--- src/rtl/stereo_pkg.sv ---
// Shared stereo-geometry constants and state type, used by both the
// depth-to-disparity and disparity-to-depth paths.
package stereo_pkg;

  localparam int unsigned PARALLAX_SCALE_DEFAULT   = 2973;
  localparam int unsigned RESOLUTION_WIDTH_DEFAULT = 1280;

  localparam int COORD_W    = 12;
  localparam int DEPTH_W    = 8;
  localparam int DIVIDEND_W = 16;
  localparam int ITER_W     = 4;

  typedef enum logic [1:0] {
    IDLE,
    DIVIDE,
    FINISH
  } proj_state_t;

endpackage

--- src/rtl/depth_to_disparity_if.sv ---
// Request/response bundle for depth_to_disparity; master drives requests,
// slave (the converter) drives results and handshake status.
interface depth_to_disparity_if;
  import stereo_pkg::*;

  logic               data_valid_in;
  logic [DEPTH_W-1:0] depth_in;
  logic [COORD_W-1:0] x_1_in;
  logic [COORD_W-1:0] disparity_out;
  logic [COORD_W-1:0] x_2_out;
  logic               data_valid_out;
  logic               busy_out;
  logic               saturated_out;
  logic               clamped_out;

  modport master (
    output data_valid_in, depth_in, x_1_in,
    input  disparity_out, x_2_out, data_valid_out, busy_out,
           saturated_out, clamped_out
  );

  modport slave (
    input  data_valid_in, depth_in, x_1_in,
    output disparity_out, x_2_out, data_valid_out, busy_out,
           saturated_out, clamped_out
  );

endinterface

--- src/rtl/serial_restoring_divider.sv ---
// 16-bit restoring divider, one quotient bit per step, MSB first. A zero
// divisor still takes all steps (no subtractions) and reports 4095.
module serial_restoring_divider
  import stereo_pkg::*;
(
  input  logic                  clk_in,
  input  logic                  rst_in,
  input  logic                  load_in,
  input  logic                  step_in,
  input  logic [DIVIDEND_W-1:0] dividend_in,
  input  logic [DEPTH_W-1:0]    divisor_in,
  output logic [DIVIDEND_W-1:0] quotient_out,
  output logic                  div_zero_out,
  output logic                  last_out
);

  logic [ITER_W-1:0]     cnt_q, cnt_d;
  logic [DIVIDEND_W:0]   rem_q, rem_d;
  logic [DIVIDEND_W-1:0] quo_q, quo_d;
  logic [DEPTH_W-1:0]    divisor_q, divisor_d;
  logic                  zero_q, zero_d;
  logic [DIVIDEND_W+1:0] shifted;

  always_comb begin
    cnt_d     = cnt_q;
    rem_d     = rem_q;
    quo_d     = quo_q;
    divisor_d = divisor_q;
    zero_d    = zero_q;
    shifted   = {rem_q, quo_q[DIVIDEND_W-1]};
    if (load_in) begin
      cnt_d     = '0;
      rem_d     = '0;
      quo_d     = dividend_in;
      divisor_d = divisor_in;
      zero_d    = (divisor_in == '0);
    end else if (step_in) begin
      cnt_d = cnt_q + 1'b1;
      // Zero divisor skips the trial subtraction so timing is unchanged.
      if (!zero_q && (shifted >= {{(DIVIDEND_W+2-DEPTH_W){1'b0}}, divisor_q})) begin
        rem_d = shifted[DIVIDEND_W:0] - {{(DIVIDEND_W+1-DEPTH_W){1'b0}}, divisor_q};
        quo_d = {quo_q[DIVIDEND_W-2:0], 1'b1};
      end else begin
        rem_d = shifted[DIVIDEND_W:0];
        quo_d = {quo_q[DIVIDEND_W-2:0], 1'b0};
      end
    end
  end

  always_ff @(posedge clk_in or posedge rst_in) begin
    if (rst_in) begin
      cnt_q     <= '0;
      rem_q     <= '0;
      quo_q     <= '0;
      divisor_q <= '0;
      zero_q    <= 1'b0;
    end else begin
      cnt_q     <= cnt_d;
      rem_q     <= rem_d;
      quo_q     <= quo_d;
      divisor_q <= divisor_d;
      zero_q    <= zero_d;
    end
  end

  assign quotient_out = zero_q ? DIVIDEND_W'((1 << COORD_W) - 1) : quo_q;
  assign div_zero_out = zero_q;
  assign last_out     = (cnt_q == '1);

endmodule

--- src/rtl/depth_to_disparity.sv ---
// Converts a target depth and left-camera x into disparity and right-camera x.
// Define DEPTH_TO_DISP_ROUND_EN for round-to-nearest disparity (default truncates).
//
// state  | meaning
// IDLE   | waiting for a request, outputs holding last result
// DIVIDE | divider stepping, 16 cycles
// FINISH | saturate, clamp, register results, pulse valid
module depth_to_disparity
  import stereo_pkg::*;
#(
  parameter int unsigned PARALLAX_SCALE   = PARALLAX_SCALE_DEFAULT,
  parameter int unsigned RESOLUTION_WIDTH = RESOLUTION_WIDTH_DEFAULT
) (
  input logic                 clk_in,
  input logic                 rst_in,
  depth_to_disparity_if.slave bus
);

  localparam logic [COORD_W-1:0]    X_MAX    = COORD_W'(RESOLUTION_WIDTH - 1);
  localparam logic [DIVIDEND_W-1:0] DISP_MAX = DIVIDEND_W'((1 << COORD_W) - 1);

  proj_state_t state_q, state_d;
  logic [COORD_W-1:0] x1_q, x1_d;
  logic [COORD_W-1:0] disp_q, disp_d;
  logic [COORD_W-1:0] x2_q, x2_d;
  logic               dv_q, dv_d;
  logic               sat_q, sat_d;
  logic               clamp_q, clamp_d;

  logic                  div_load, div_step, div_last, div_zero;
  logic [DIVIDEND_W-1:0] dividend, quotient;
  logic                  quo_sat;
  logic [COORD_W-1:0]    disp_val;
  logic signed [COORD_W:0] x2_wide;

`ifdef DEPTH_TO_DISP_ROUND_EN
  assign dividend = DIVIDEND_W'(PARALLAX_SCALE) + DIVIDEND_W'(bus.depth_in >> 1);
`else
  assign dividend = DIVIDEND_W'(PARALLAX_SCALE);
`endif

  serial_restoring_divider u_div (
    .clk_in       (clk_in),
    .rst_in       (rst_in),
    .load_in      (div_load),
    .step_in      (div_step),
    .dividend_in  (dividend),
    .divisor_in   (bus.depth_in),
    .quotient_out (quotient),
    .div_zero_out (div_zero),
    .last_out     (div_last)
  );

  always_comb begin
    quo_sat  = div_zero || (quotient > DISP_MAX);
    disp_val = quo_sat ? '1 : quotient[COORD_W-1:0];
    x2_wide  = $signed({1'b0, x1_q}) - $signed({1'b0, disp_val});
  end

  always_comb begin
    state_d  = state_q;
    x1_d     = x1_q;
    disp_d   = disp_q;
    x2_d     = x2_q;
    dv_d     = 1'b0;
    sat_d    = sat_q;
    clamp_d  = clamp_q;
    div_load = 1'b0;
    div_step = 1'b0;
    case (state_q)
      IDLE: begin
        if (bus.data_valid_in) begin
          div_load = 1'b1;
          x1_d     = bus.x_1_in;
          state_d  = DIVIDE;
        end
      end
      DIVIDE: begin
        div_step = 1'b1;
        if (div_last) state_d = FINISH;
      end
      FINISH: begin
        disp_d  = disp_val;
        sat_d   = quo_sat;
        clamp_d = 1'b0;
        x2_d    = x2_wide[COORD_W-1:0];
        if (x2_wide[COORD_W]) begin
          x2_d    = '0;
          clamp_d = 1'b1;
        end else if (x2_wide[COORD_W-1:0] > X_MAX) begin
          x2_d    = X_MAX;
          clamp_d = 1'b1;
        end
        dv_d    = 1'b1;
        state_d = IDLE;
      end
      default: state_d = IDLE;
    endcase
  end

  always_ff @(posedge clk_in or posedge rst_in) begin
    if (rst_in) begin
      state_q <= IDLE;
      x1_q    <= '0;
      disp_q  <= '0;
      x2_q    <= '0;
      dv_q    <= 1'b0;
      sat_q   <= 1'b0;
      clamp_q <= 1'b0;
    end else begin
      state_q <= state_d;
      x1_q    <= x1_d;
      disp_q  <= disp_d;
      x2_q    <= x2_d;
      dv_q    <= dv_d;
      sat_q   <= sat_d;
      clamp_q <= clamp_d;
    end
  end

  assign bus.disparity_out  = disp_q;
  assign bus.x_2_out        = x2_q;
  assign bus.data_valid_out = dv_q;
  assign bus.busy_out       = (state_q != IDLE);
  assign bus.saturated_out  = sat_q;
  assign bus.clamped_out    = clamp_q;

endmodule

--- src/flat_wrapper.sv ---
// flat-port wrapper written by rule: the top's interface ports become plain ports
module depth_to_disparity_flat import stereo_pkg::*;
#(
  parameter int unsigned PARALLAX_SCALE   = PARALLAX_SCALE_DEFAULT,
  parameter int unsigned RESOLUTION_WIDTH = RESOLUTION_WIDTH_DEFAULT
)
  (clk_in, rst_in, bus_data_valid_in, bus_depth_in, bus_x_1_in, bus_disparity_out, bus_x_2_out, bus_data_valid_out, bus_busy_out, bus_saturated_out, bus_clamped_out);
  depth_to_disparity_if bus_i ();
  input logic clk_in;
  input logic rst_in;
  input wire logic [$bits(bus_i.data_valid_in)-1:0] bus_data_valid_in;
  input wire logic [$bits(bus_i.depth_in)-1:0] bus_depth_in;
  input wire logic [$bits(bus_i.x_1_in)-1:0] bus_x_1_in;
  output wire logic [$bits(bus_i.disparity_out)-1:0] bus_disparity_out;
  output wire logic [$bits(bus_i.x_2_out)-1:0] bus_x_2_out;
  output wire logic [$bits(bus_i.data_valid_out)-1:0] bus_data_valid_out;
  output wire logic [$bits(bus_i.busy_out)-1:0] bus_busy_out;
  output wire logic [$bits(bus_i.saturated_out)-1:0] bus_saturated_out;
  output wire logic [$bits(bus_i.clamped_out)-1:0] bus_clamped_out;
  assign bus_i.data_valid_in = bus_data_valid_in;
  assign bus_i.depth_in = bus_depth_in;
  assign bus_i.x_1_in = bus_x_1_in;
  assign bus_disparity_out = bus_i.disparity_out;
  assign bus_x_2_out = bus_i.x_2_out;
  assign bus_data_valid_out = bus_i.data_valid_out;
  assign bus_busy_out = bus_i.busy_out;
  assign bus_saturated_out = bus_i.saturated_out;
  assign bus_clamped_out = bus_i.clamped_out;
  depth_to_disparity #(.PARALLAX_SCALE(PARALLAX_SCALE), .RESOLUTION_WIDTH(RESOLUTION_WIDTH)) u_core (.clk_in(clk_in), .rst_in(rst_in), .bus(bus_i));
endmodule
--- config.mk ---
export PLATFORM = sky130hd
export DESIGN_NAME = depth_to_disparity_flat
export DESIGN_NICKNAME = d
export VERILOG_FILES = /design/src/rtl/stereo_pkg.sv /design/src/rtl/depth_to_disparity_if.sv /design/src/rtl/serial_restoring_divider.sv /design/src/rtl/depth_to_disparity.sv /design/src/flat_wrapper.sv
export SDC_FILE = /design/constraint.sdc
export NUM_CORES = 1
export LEC_CHECK = 0
export ABC_AREA = 1
export CELL_PAD_IN_SITES_DETAIL_PLACEMENT = 1
export CELL_PAD_IN_SITES_GLOBAL_PLACEMENT = 1
export CORE_AREA = 2 2 186 115
export CTS_CLUSTER_DIAMETER = 50
export DETAILED_ROUTE_END_ITERATION = 10
export DIE_AREA = 0 0 188 117
export GPL_TIMING_DRIVEN = 0
export PLACE_DENSITY_LB_ADDON = 0.1
export SETUP_SLACK_MARGIN = 0.1
export SYNTH_ARGS = -nofsm -noshare
export SYNTH_HDL_FRONTEND = slang
export SYNTH_SLANG_ARGS = --single-unit
--- constraint.sdc ---
create_clock -name clk_in -period 5.1 [get_ports clk_in]
set_input_delay 1.275 -clock clk_in [delete_from_list [all_inputs] [get_ports clk_in]]
set_output_delay 1.275 -clock clk_in [all_outputs]
set_load 0.05 [all_outputs]
[Word level (Yosys, flattened, before mapping)]
Cells that the tools add are included.
Word-level totals
  word-level logic and storage cells: 53
  register bits: 87
  output and inout port bits: 28
  bits of input ports: 23
Cells by class
  $lt $le $gt $ge: 3
  eq/ne operators: 5
  $add $sub $neg: 3
  reductions and logical operators: 9
  mux-type cells: 21
Operators by type and width (number)
  2-to-1 mux 17 bit: 3
  2-to-1 mux 16 bit: 3
  2-to-1 mux 12 bit: 3
  >= comparator 18 x 8 -> 1 bit: 1
  subtractor 17 x 8 -> 17 bit: 1
  > comparator 16 x 12 -> 1 bit (second input constant): 1
  subtractor 12 x 12 -> 13 bit: 1
  > comparator 12 x 11 -> 1 bit (second input constant): 1
  logical NOT 8 bit: 1
  2-to-1 mux 4 bit: 2
  2-to-1 mux 1 bit: 7
  adder 4 x 1 -> 4 bit (second input constant): 1
  == test 4 bit (second input constant): 1
  2-to-1 mux 2 bit: 2
  one-hot mux 2 bit (2 select lines): 1
  AND reduction 2 bit: 2
  nonzero test 2 bit: 2
  == test 2 x 1 -> 1 bit (second input constant): 1
  == test 2 bit (second input constant): 1
  logical NOT 2 bit: 1
  inequality test 2 x 1 -> 1 bit (second input constant): 1
  inequality test 2 bit (second input constant): 1
  logical AND 1 bit: 1
  logical NOT 1 bit: 1
  logical OR 1 bit: 1

[Depth between registers and ports, before layout]
Gate-level depths: netlist of run 1.
  depth in word-level cells: 8
  depth in mapped cells: 20
  mapped depth without buffers: 18

[Hierarchy]
From an unflattened synthesis of run 1, not the netlist that was laid out.
Unflattened totals
  cells, all modules: 761
  area, all modules: 5470.2 um2
Modules (own cells, without submodules)
  serial_restoring_divider: area an instance 2997.9 um2, cells an instance 429, instances 1, seq. area each 1151.1 um2
  depth_to_disparity: area an instance 2472.4 um2, cells an instance 332, instances 1, seq. area each 1026.0 um2

[Least setup slack after synthesis of run 1]
OpenSTA, ideal clock, no wires.
  path kind: register to register
  start: register u_core.u_div.quo_q[14]
  end: register u_core.x2_q[0], in the netlist u_core.bus.x_2_out[0]
  arrival: 2.453 ns
  required time: 4.982 ns
  slack: 2.529 ns
  stages on the path, launching flop included: 21
  buffers on the path: 2
  cell sequence: dfrtp_1 -> nor2_4 -> nand3_4 -> buf_6 -> inv_1 -> nand2_1 -> ha_1 -> fa_1 -> inv_1 -> nand3_1 -> nand2_1 -> nand2_1 -> nand2_1 -> nand2_1 -> nand2_1 -> nand3_1 -> nand2_2 -> buf_6 -> nand3_1 -> nand2_1 -> nand2_1
Between the ends
  cells in the longest elaborated chain, start to end: 8
Ends and longest elaborated chain
  from (decl): line serial_restoring_divider.sv:19  | logic [DIVIDEND_W-1:0] quo_q, quo_d;
  from (signal assigned): line serial_restoring_divider.sv:60  | quo_q <= quo_d;
  2-to-1 mux 16 bit (*): line serial_restoring_divider.sv:66  | assign quotient_out = zero_q ? DIVIDEND_W'((1 << COORD_W) - 1) : quo_q;
  > comparator 16 x 12 -> 1 bit (*): line depth_to_disparity.sv:55  | quo_sat = div_zero || (quotient > DISP_MAX);
  logical OR 1 bit (*): line depth_to_disparity.sv:55
  2-to-1 mux 12 bit (*): line depth_to_disparity.sv:56  | disp_val = quo_sat ? '1 : quotient[COORD_W-1:0];
  via u_core.disp_val[0]: line depth_to_disparity.sv:33  | logic [COORD_W-1:0] disp_val;
  subtractor 12 x 12 -> 13 bit (*): line depth_to_disparity.sv:57  | x2_wide = $signed({1'b0, x1_q}) - $signed({1'b0, disp_val});
  > comparator 12 x 11 -> 1 bit: line depth_to_disparity.sv:90  | end else if (x2_wide[COORD_W-1:0] > X_MAX) begin
  2-to-1 mux 12 bit: line depth_to_disparity.sv:90
  2-to-1 mux 12 bit (*): line depth_to_disparity.sv:87  | if (x2_wide[COORD_W]) begin
  to (signal assigned): line depth_to_disparity.sv:106  | x2_q <= '0;
  to (signal assigned): line depth_to_disparity.sv:114  | x2_q <= x2_d;
  to (decl): line depth_to_disparity.sv:25  | logic [COORD_W-1:0] x2_q, x2_d;
The timed path passes the listed nets; every way through them passes the cells marked *.
A chain may end at the register's enable or synchronous reset.

[Worst setup path after layout of run 1]
  start: register u_core.u_div.quo_q[15]
  end: register u_core.clamp_q, in the netlist u_core.bus.clamped_out
Between the ends
  cells in the longest elaborated chain, start to end: 8
Ends and longest elaborated chain
  2-to-1 mux 16 bit (*): line serial_restoring_divider.sv:66
  > comparator 16 x 12 -> 1 bit (*): line depth_to_disparity.sv:55
  logical OR 1 bit (*): line depth_to_disparity.sv:55
  2-to-1 mux 12 bit (*): line depth_to_disparity.sv:56
  subtractor 12 x 12 -> 13 bit (*): line depth_to_disparity.sv:57
  > comparator 12 x 11 -> 1 bit: line depth_to_disparity.sv:90
  2-to-1 mux 1 bit: line depth_to_disparity.sv:90
  2-to-1 mux 1 bit (*): line depth_to_disparity.sv:87
  to (signal assigned): line depth_to_disparity.sv:117  | clamp_q <= clamp_d;
  to (decl): line depth_to_disparity.sv:28  | logic clamp_q, clamp_d;
Mark *: on every way between the ends. The rest lies on a longest branch, timed or not.

==> metrics.csv, run 1 <==
metric,value,unit
final_util,0.3036,
highest_achievable_clock_rate,303.3,MHz
clock_sinks,87,
fin_area,0.006215,mm²
synthToLayoutAreaGrowth,24.39,%
cts_setup_buffers,0,
cts_tree,done,
p_int,2.126,mW
rsz0062_at_grt,no,
initial_antenna_violation_count,0,
hold_violation_count_in_the_final_report,0,
power_frac_comb,0.526,
netlist_top_cells_area,"dfrtp_1 44%, nand2_1 14%, inv_1 6.1%",
worst_pin_slew,0.7467,ns
synth.ff_latch_count,87,
route.final.wire_length,16.60,mm
status,"finished, final reports clean",
final.fill_count,2501,
synth_nets,679,
setup_tns,0,ns
post-route-period-util,0.6465,
drive_gt1_frac,0.08381,
fp.dieArea,0.02200,mm²
net_switching_power_of_the_design,1.906,mW
rr_endpoint,u_core.bus.clamped_out,
pin_count_of_the_biggest_net_entering_global_routing,64,
ys_warn_count,0,
p_sw_frac,0.4727,
p_seq_frac,0.283,
clock_tree.buffer_depth,2,
maxCapViolCount,0,
ys_types,42,
syn_area_per_cell,7.843,µm²
vias_per_cell,4.552,
crit_end,u_core.bus.clamped_out,
clock_skew,0.008569,ns
cts_hold_buffers,0,
cell_area_after_synthesis,0.004996,mm²
synth_sequential_area_ratio,0.4358,
reg2reg_setup_slack,1.80,ns
power.share.clock,0.190,
num_vias,4475,
clock-root-buffer,clkbuf_16,
cts_inserted_buffers,9,
total_leakage_power,2.989,nW
grt-ovfl-total,0,
wl_per_cell,16.89,µm
wire_length_of_the_first_global_routing_pass,26.61,mm
crit_fanout,10,
fp.dieW,188,µm
total_placed_instance_area,0.005876,mm²
final_slew_viol_count,0,
antennaDiodeCount,0,
via_count_of_the_first_global_routing_pass,4655,
post-route-drc-count,0,
worstPathArrival,3.55,ns
core_footprint,0.02047,mm²
timing.critical_path.to_type,flip-flop,
dieHeight,117,µm
powerDensity,648.9,mW/mm²
insertion_delay,0.35,ns
dp_hpwl,13.19,mm
globalplace.congestion,0.8217,
cts.repair.resized,0,
detailedRoute.firstIterationViolations,335,
initial_core_util,0.2441,
final_period_minus_worst_setup_slack,3.297,ns
timing.setup.critical_path_class,flip-flop to flip-flop,
critPathLaunch,u_core.u_div.quo_q[15],
rows,41,
r2r-start,u_core.u_div.quo_q[15],
hold_path.class,flip-flop to flip-flop,
grt_usage,0.1611,
critPathRequiredTime,5.35,ns
crit_path_start_kind,flip-flop,
synthesis.instances,637,
holdWs,0.4852,ns
irDropWorstVdd,178.5,µV
route.antenna.remaining_nets,0,
worst_reg2reg_path_depth,14,
port_buffers,50,
report.final.setup_viol,0,
finalNetCount,741,
number_of_h_tree_levels,3,
detailedRoute.firstPassIterationCount,5,
slew-limit-headroom,0.4970,
yosysTopAreaCell,dfrtp_1,
ioPinCount,51,
synth_top_cell_area_share,0.4358,
cts_clock_pin_slew_for_the_worst_setup_and_hold_paths,0.07,ns
-- kinds of logic after synthesis --
family | share of synthesized area
compound gates | 0.1207
xor+xnor | 0.03306
fa+ha+maj | 0.05059
buf+inv | 0.08390
flops | 0.4358
simple gates | 0.2760
-- routing by layer --
| layer | part of all wire | GRT usage | vias up |
|---|---|---|---|
| met5 | 0 | 0 | - |
| met4 | 0.0096 | 0.03937 | 0 |
| met3 | 0.034 | 0.03548 | 12 |
| met2 | 0.37 | 0.2125 | 82 |
| met1 | 0.59 | 0.2573 | 2196 |
| li1 | - | - | 2185 |
-- critical path, stage by stage (launching register included) --
cell and delay (ns):
dfrtp_1 0.41, nor2_4 0.19, nand3_4 0.11, buf_6 0.16
nor2_1 0.42, ha_1 0.37, nand2_1 0.12, inv_1 0.04
a221oi_1 0.39, nand3_2 0.15, xor2_2 0.27, buf_6 0.21
nand3_1 0.18, nand2_1 0.10, inv_1 0.04
-- how the worst min path moves through the flow --
| stage | cells past startpoint | slack (ns) | startpoint | to |
|---|---|---|---|---|
| 4_1_cts | 2 | 0.49 | u_core.bus.x_2_out[5] | u_core.bus.x_2_out[5] |
| 5_1_grt | 2 | 0.51 | u_core.bus.x_2_out[6] | u_core.bus.x_2_out[6] |
| 6_report | 2 | 0.49 | u_core.bus.disparity_out[1] | u_core.bus.disparity_out[1] |
| 3_5_place_dp | 2 | 0.47 | u_core.bus.x_2_out[5] | u_core.bus.x_2_out[5] |
| 2_1_floorplan | 2 | 0.45 | u_core.u_div.rem_q[16] | u_core.u_div.rem_q[16] |
| 3_3_place_gp | 2 | 0.47 | u_core.bus.x_2_out[7] | u_core.bus.x_2_out[7] |
-- cells in the mapped netlist (all sizes together) --
| cell | instances |
|---|---|
| o2111ai | 2 |
| clkbuf | 11 |
| buf | 9 |
| a22o | 1 |
| nor3 | 5 |
| nand3b | 2 |
| o21ai | 56 |
| a21oi | 24 |
| dfrtp | 87 |
| a31oi | 1 |
| o21bai | 3 |
| nor2 | 50 |
| nand3 | 34 |
| nor4 | 3 |
| inv | 83 |
| o21a | 1 |
| xnor2 | 7 |
| o211ai | 1 |
| xor2 | 11 |
| a221oi | 1 |
| fa | 2 |
| a22oi | 8 |
| or2 | 1 |
| ha | 17 |
| nand2 | 193 |
| nand4 | 15 |
| o22ai | 9 |
-- registers in the layout, indices dropped and copies added, names as in the netlist --
name                       count
u_core.state_q                 2
u_core.x1_q                   12
u_core.bus.x_2_out            12
u_core.u_div.divisor_q         8
u_core.bus.disparity_out      12
u_core.bus.saturated_out       1
u_core.bus.clamped_out         1
u_core.u_div.cnt_q             4
u_core.u_div.rem_q            17
u_core.bus.data_valid_out      1
u_core.u_div.quo_q            16
u_core.u_div.div_zero_out      1
-- cell usage in the layout, fill, tap and decap left out, types with 3 or more instances in the layout --
master | synthesis | final
ha_1 | 17 | 17
a22oi_1 | 8 | 8
nand4_1 | 15 | 15
buf_6 | 3 | 3
nand3_1 | 25 | 25
nand2_2 | 5 | 5
nor4_1 | 3 | 3
nor3_1 | 4 | 4
a21oi_1 | 24 | 24
o22ai_1 | 9 | 9
nand2_4 | 3 | 3
inv_1 | 81 | 80
dfrtp_1 | 87 | 87
xor2_1 | 10 | 10
nor2_1 | 40 | 40
xnor2_1 | 7 | 7
nor2_2 | 6 | 6
nand2_1 | 185 | 185
clkdlybuf4s50_1 | 0 | 50
clkbuf_16 | 0 | 9
nor2_4 | 4 | 4
clkbuf_1 | 11 | 11
nand3_2 | 8 | 8
o21ai_0 | 53 | 53
-- layout make-up --
type / instances / area [µm²] / share of cell area
Timing Repair Buffer: 51 / 528.0 / 0.08496
Multi-Input combinational cell: 447 / 2400 / 0.3861
Clock buffer: 10 / 239.0 / 0.03845
Clock inverter: 6 / 100.1 / 0.01611
Inverter: 83 / 314.1 / 0.05053
Buffer: 20 / 107.6 / 0.01731
Tap cell: 279 / 349.1 / 0.05617
Sequential cell: 87 / 2177 / 0.3503
-- power by group through the flow --
stage	sequential, mW	clock, mW	combinational (mW)
floorplan	1.21	0	1.43
global placement	1.15	0	2.05
detailed placement	1.16	0	2.12
CTS	1.15	0.794	2.13
global route	1.18	0.824	2.40
finish	1.14	0.767	2.12
-- through the flow --
stage                     setup WS [ns]  instances  power (mW)
final                             1.803        983       4.033
after detailed placement          1.782        967       3.274
after global placement          -0.1812        966       3.197
after global routing              1.500        983       4.404
after CTS                         1.849        983       4.072
after floorplan                   1.575        637       2.632
Note: power is estimated with default switching activity, not from simulation.
==> run 2, diff against run 1 <==
- clock period: 5.1 -> 2.7 ns (I/O delays scaled with it)
==> run 2 against run 1 <==
  * Critical path depth unchanged
  * Final cell count up 3.7%
  * Global-route usage up 0.18 points
  * Utilization up 3.4 points
  * Non-clock buffer count up 35
  * Largest cell class unchanged
  * Largest power group unchanged
==> metrics.csv, run 2 (synthesis gave the netlist of run 1 again) <==
metric,value,unit
critPathRequiredTime,2.95,ns
holdWs,0.4757,ns
drive_gt1_frac,0.2097,
rows,41,
vias_per_cell,4.498,
initial_antenna_violation_count,0,
route.layer.met1.wl,9.832,mm
cts_inserted_buffers,9,
initial_core_util,0.2441,
detailedRoute.firstIterationViolations,190,
detailedRoute.firstPassIterationCount,6,
num_vias,4583,
clock_tree.buffer_depth,2,
core_footprint,0.02047,mm²
grt-ovfl-total,0,
clock_skew,0.01094,ns
wl_per_cell,17.05,µm
status,"finished, final reports clean",
post-route-drc-count,0,
number_of_h_tree_levels,3,
route.antenna.remaining_nets,0,
final_period_minus_worst_setup_slack,2.607,ns
dieHeight,117,µm
route.final.wire_length,17.38,mm
detailedPlace.worstSlack,-0.4725,ns
timing.critical_path.to_type,flip-flop,
maxCapViolCount,0,
cts_tree,done,
finalNetCount,776,
grt_usage,0.1629,
worstPathArrival,2.86,ns
top_layer,met4,
total_leakage_power,3.235,nW
max_flop_register,u_core.u_div.rem_q,
dp_hpwl,13.19,mm
clock-root-buffer,clkbuf_16,
multiInputGateArea,0.002765,mm²
rsz0062_at_grt,yes,
powerDensity,1224,mW/mm²
globalplace.congestion,0.8201,
report.final.setup_viol,0,
post-route-period-util,0.9656,
crit_path_start_kind,flip-flop,
ioPinCount,51,
worst_pin_slew,0.6485,ns
wire_length_of_the_first_global_routing_pass,27.01,mm
fp.dieArea,0.02200,mm²
area.sequential,0.002177,mm²
port_buffers,50,
dr_wl_met3,892,µm
crit_fanout,5,
largest_registers,"u_core.u_div.rem_q x17, u_core.u_div.quo_q x16",
hold_violation_count_in_the_final_report,0,
fp.dieW,188,µm
final_common_cell,nand2_1,
final_util,0.3375,
cts_clock_pin_slew_for_the_worst_setup_and_hold_paths,0.08,ns
irDropWorstVdd,389.8,µV
slew-limit-headroom,0.5677,
clock_sinks,87,
synthToLayoutAreaGrowth,38.27,%
layout.cells.most_common_list,"172 x nand2_1, 87 x dfrtp_1, 71 x inv_1",
largest_register_ffs,17,
wl_met2,6.585,mm
timing.setup.critical_path_class,flip-flop to flip-flop,
final_ws_setup,0.09280,ns
final.fill_count,2413,
final_slew_viol_count,0,
hold_path.class,flip-flop to flip-flop,
highest_achievable_clock_rate,383.6,MHz
power.total,8.458,mW
pin_count_of_the_biggest_net_entering_global_routing,38,
cts_hold_buffers,0,
insertion_delay,0.35,ns
via_count_of_the_first_global_routing_pass,4636,
run 2: where the power goes:
part / total (mW) / switching [mW] / internal [mW] / leakage, nW
combinational: 4.99 / 3.02 / 1.97 / 2.07
clock: 1.27 / 0.612 / 0.654 / 0.143
sequential: 2.20 / 0.407 / 1.79 / 1.02
run 2: critical path, cell delays in order (launching register included):
cell and delay, ns:
dfrtp_1 0.41, nor2_4 0.14, nand3_4 0.12, buf_12 0.17
nor2_4 0.23, ha_4 0.27, inv_4 0.07, o21ai_4 0.06
a221oi_4 0.26, nand3_2 0.16, xor2_4 0.24, buf_8 0.17
nand3_4 0.07, nand2_4 0.08, nand2_1 0.05
run 2: cell type report:
cell class | count | share of cell area
Timing Repair Buffer | 86 | 0.1224
Clock inverter | 7 | 0.01051
Multi-Input combinational cell | 447 | 0.4003
Clock buffer | 9 | 0.03260
Sequential cell | 87 | 0.3152
Antenna cell | 1 | 0.0003623
Tap cell | 279 | 0.05053
Inverter | 83 | 0.04782
Buffer | 20 | 0.02029
run 2: path summary, 6_finish.rpt:
path / depth (start not counted) / start / slack, ns / to
setup / recovery: 14 / u_core.u_div.div_zero_out / 0.09 / u_core.bus.x_2_out[10]
hold / removal: 2 / u_core.bus.x_2_out[6] / 0.48 / u_core.bus.x_2_out[6]
setup reg to reg: 14 / u_core.u_div.div_zero_out / 0.09 / u_core.bus.x_2_out[10]
hold reg to reg: 2 / u_core.bus.x_2_out[6] / 0.48 / u_core.bus.x_2_out[6]
max in group asynchronous: 3 / rst_in / 1.42 / u_core.x1_q[7]
min in group asynchronous: 2 / rst_in / 0.72 / u_core.u_div.quo_q[6]
run 2: layer usage:
layer | global-route usage | up-vias
li1 | - | 2262
met1 | 0.2661 | 2241
met2 | 0.2170 | 74
met3 | 0.03190 | 6
met4 | 0.02520 | 0
met5 | 0 | -
run 2: timing repair:
| action | 4_1_cts | 5_1_grt |
|---|---|---|
| cloned | 2 | 1 |
| setup endpoints to repair | 28 | 26 |
| resized for setup | 55 | 55 |
| pin swaps | 17 | 33 |
| setup buffers | 15 | 16 |
run 2: metrics by stage:
stage | std cells | area [µm²] | setup TNS [ns]
finish | 1019 | 6908 | 0
global route | 1018 | 6905 | -0.2382
CTS | 1001 | 6555 | 0
detailed placement | 968 | 5889 | -7.184
global placement | 966 | 5849 | -16.95
floorplan | 637 | 5000 | 0
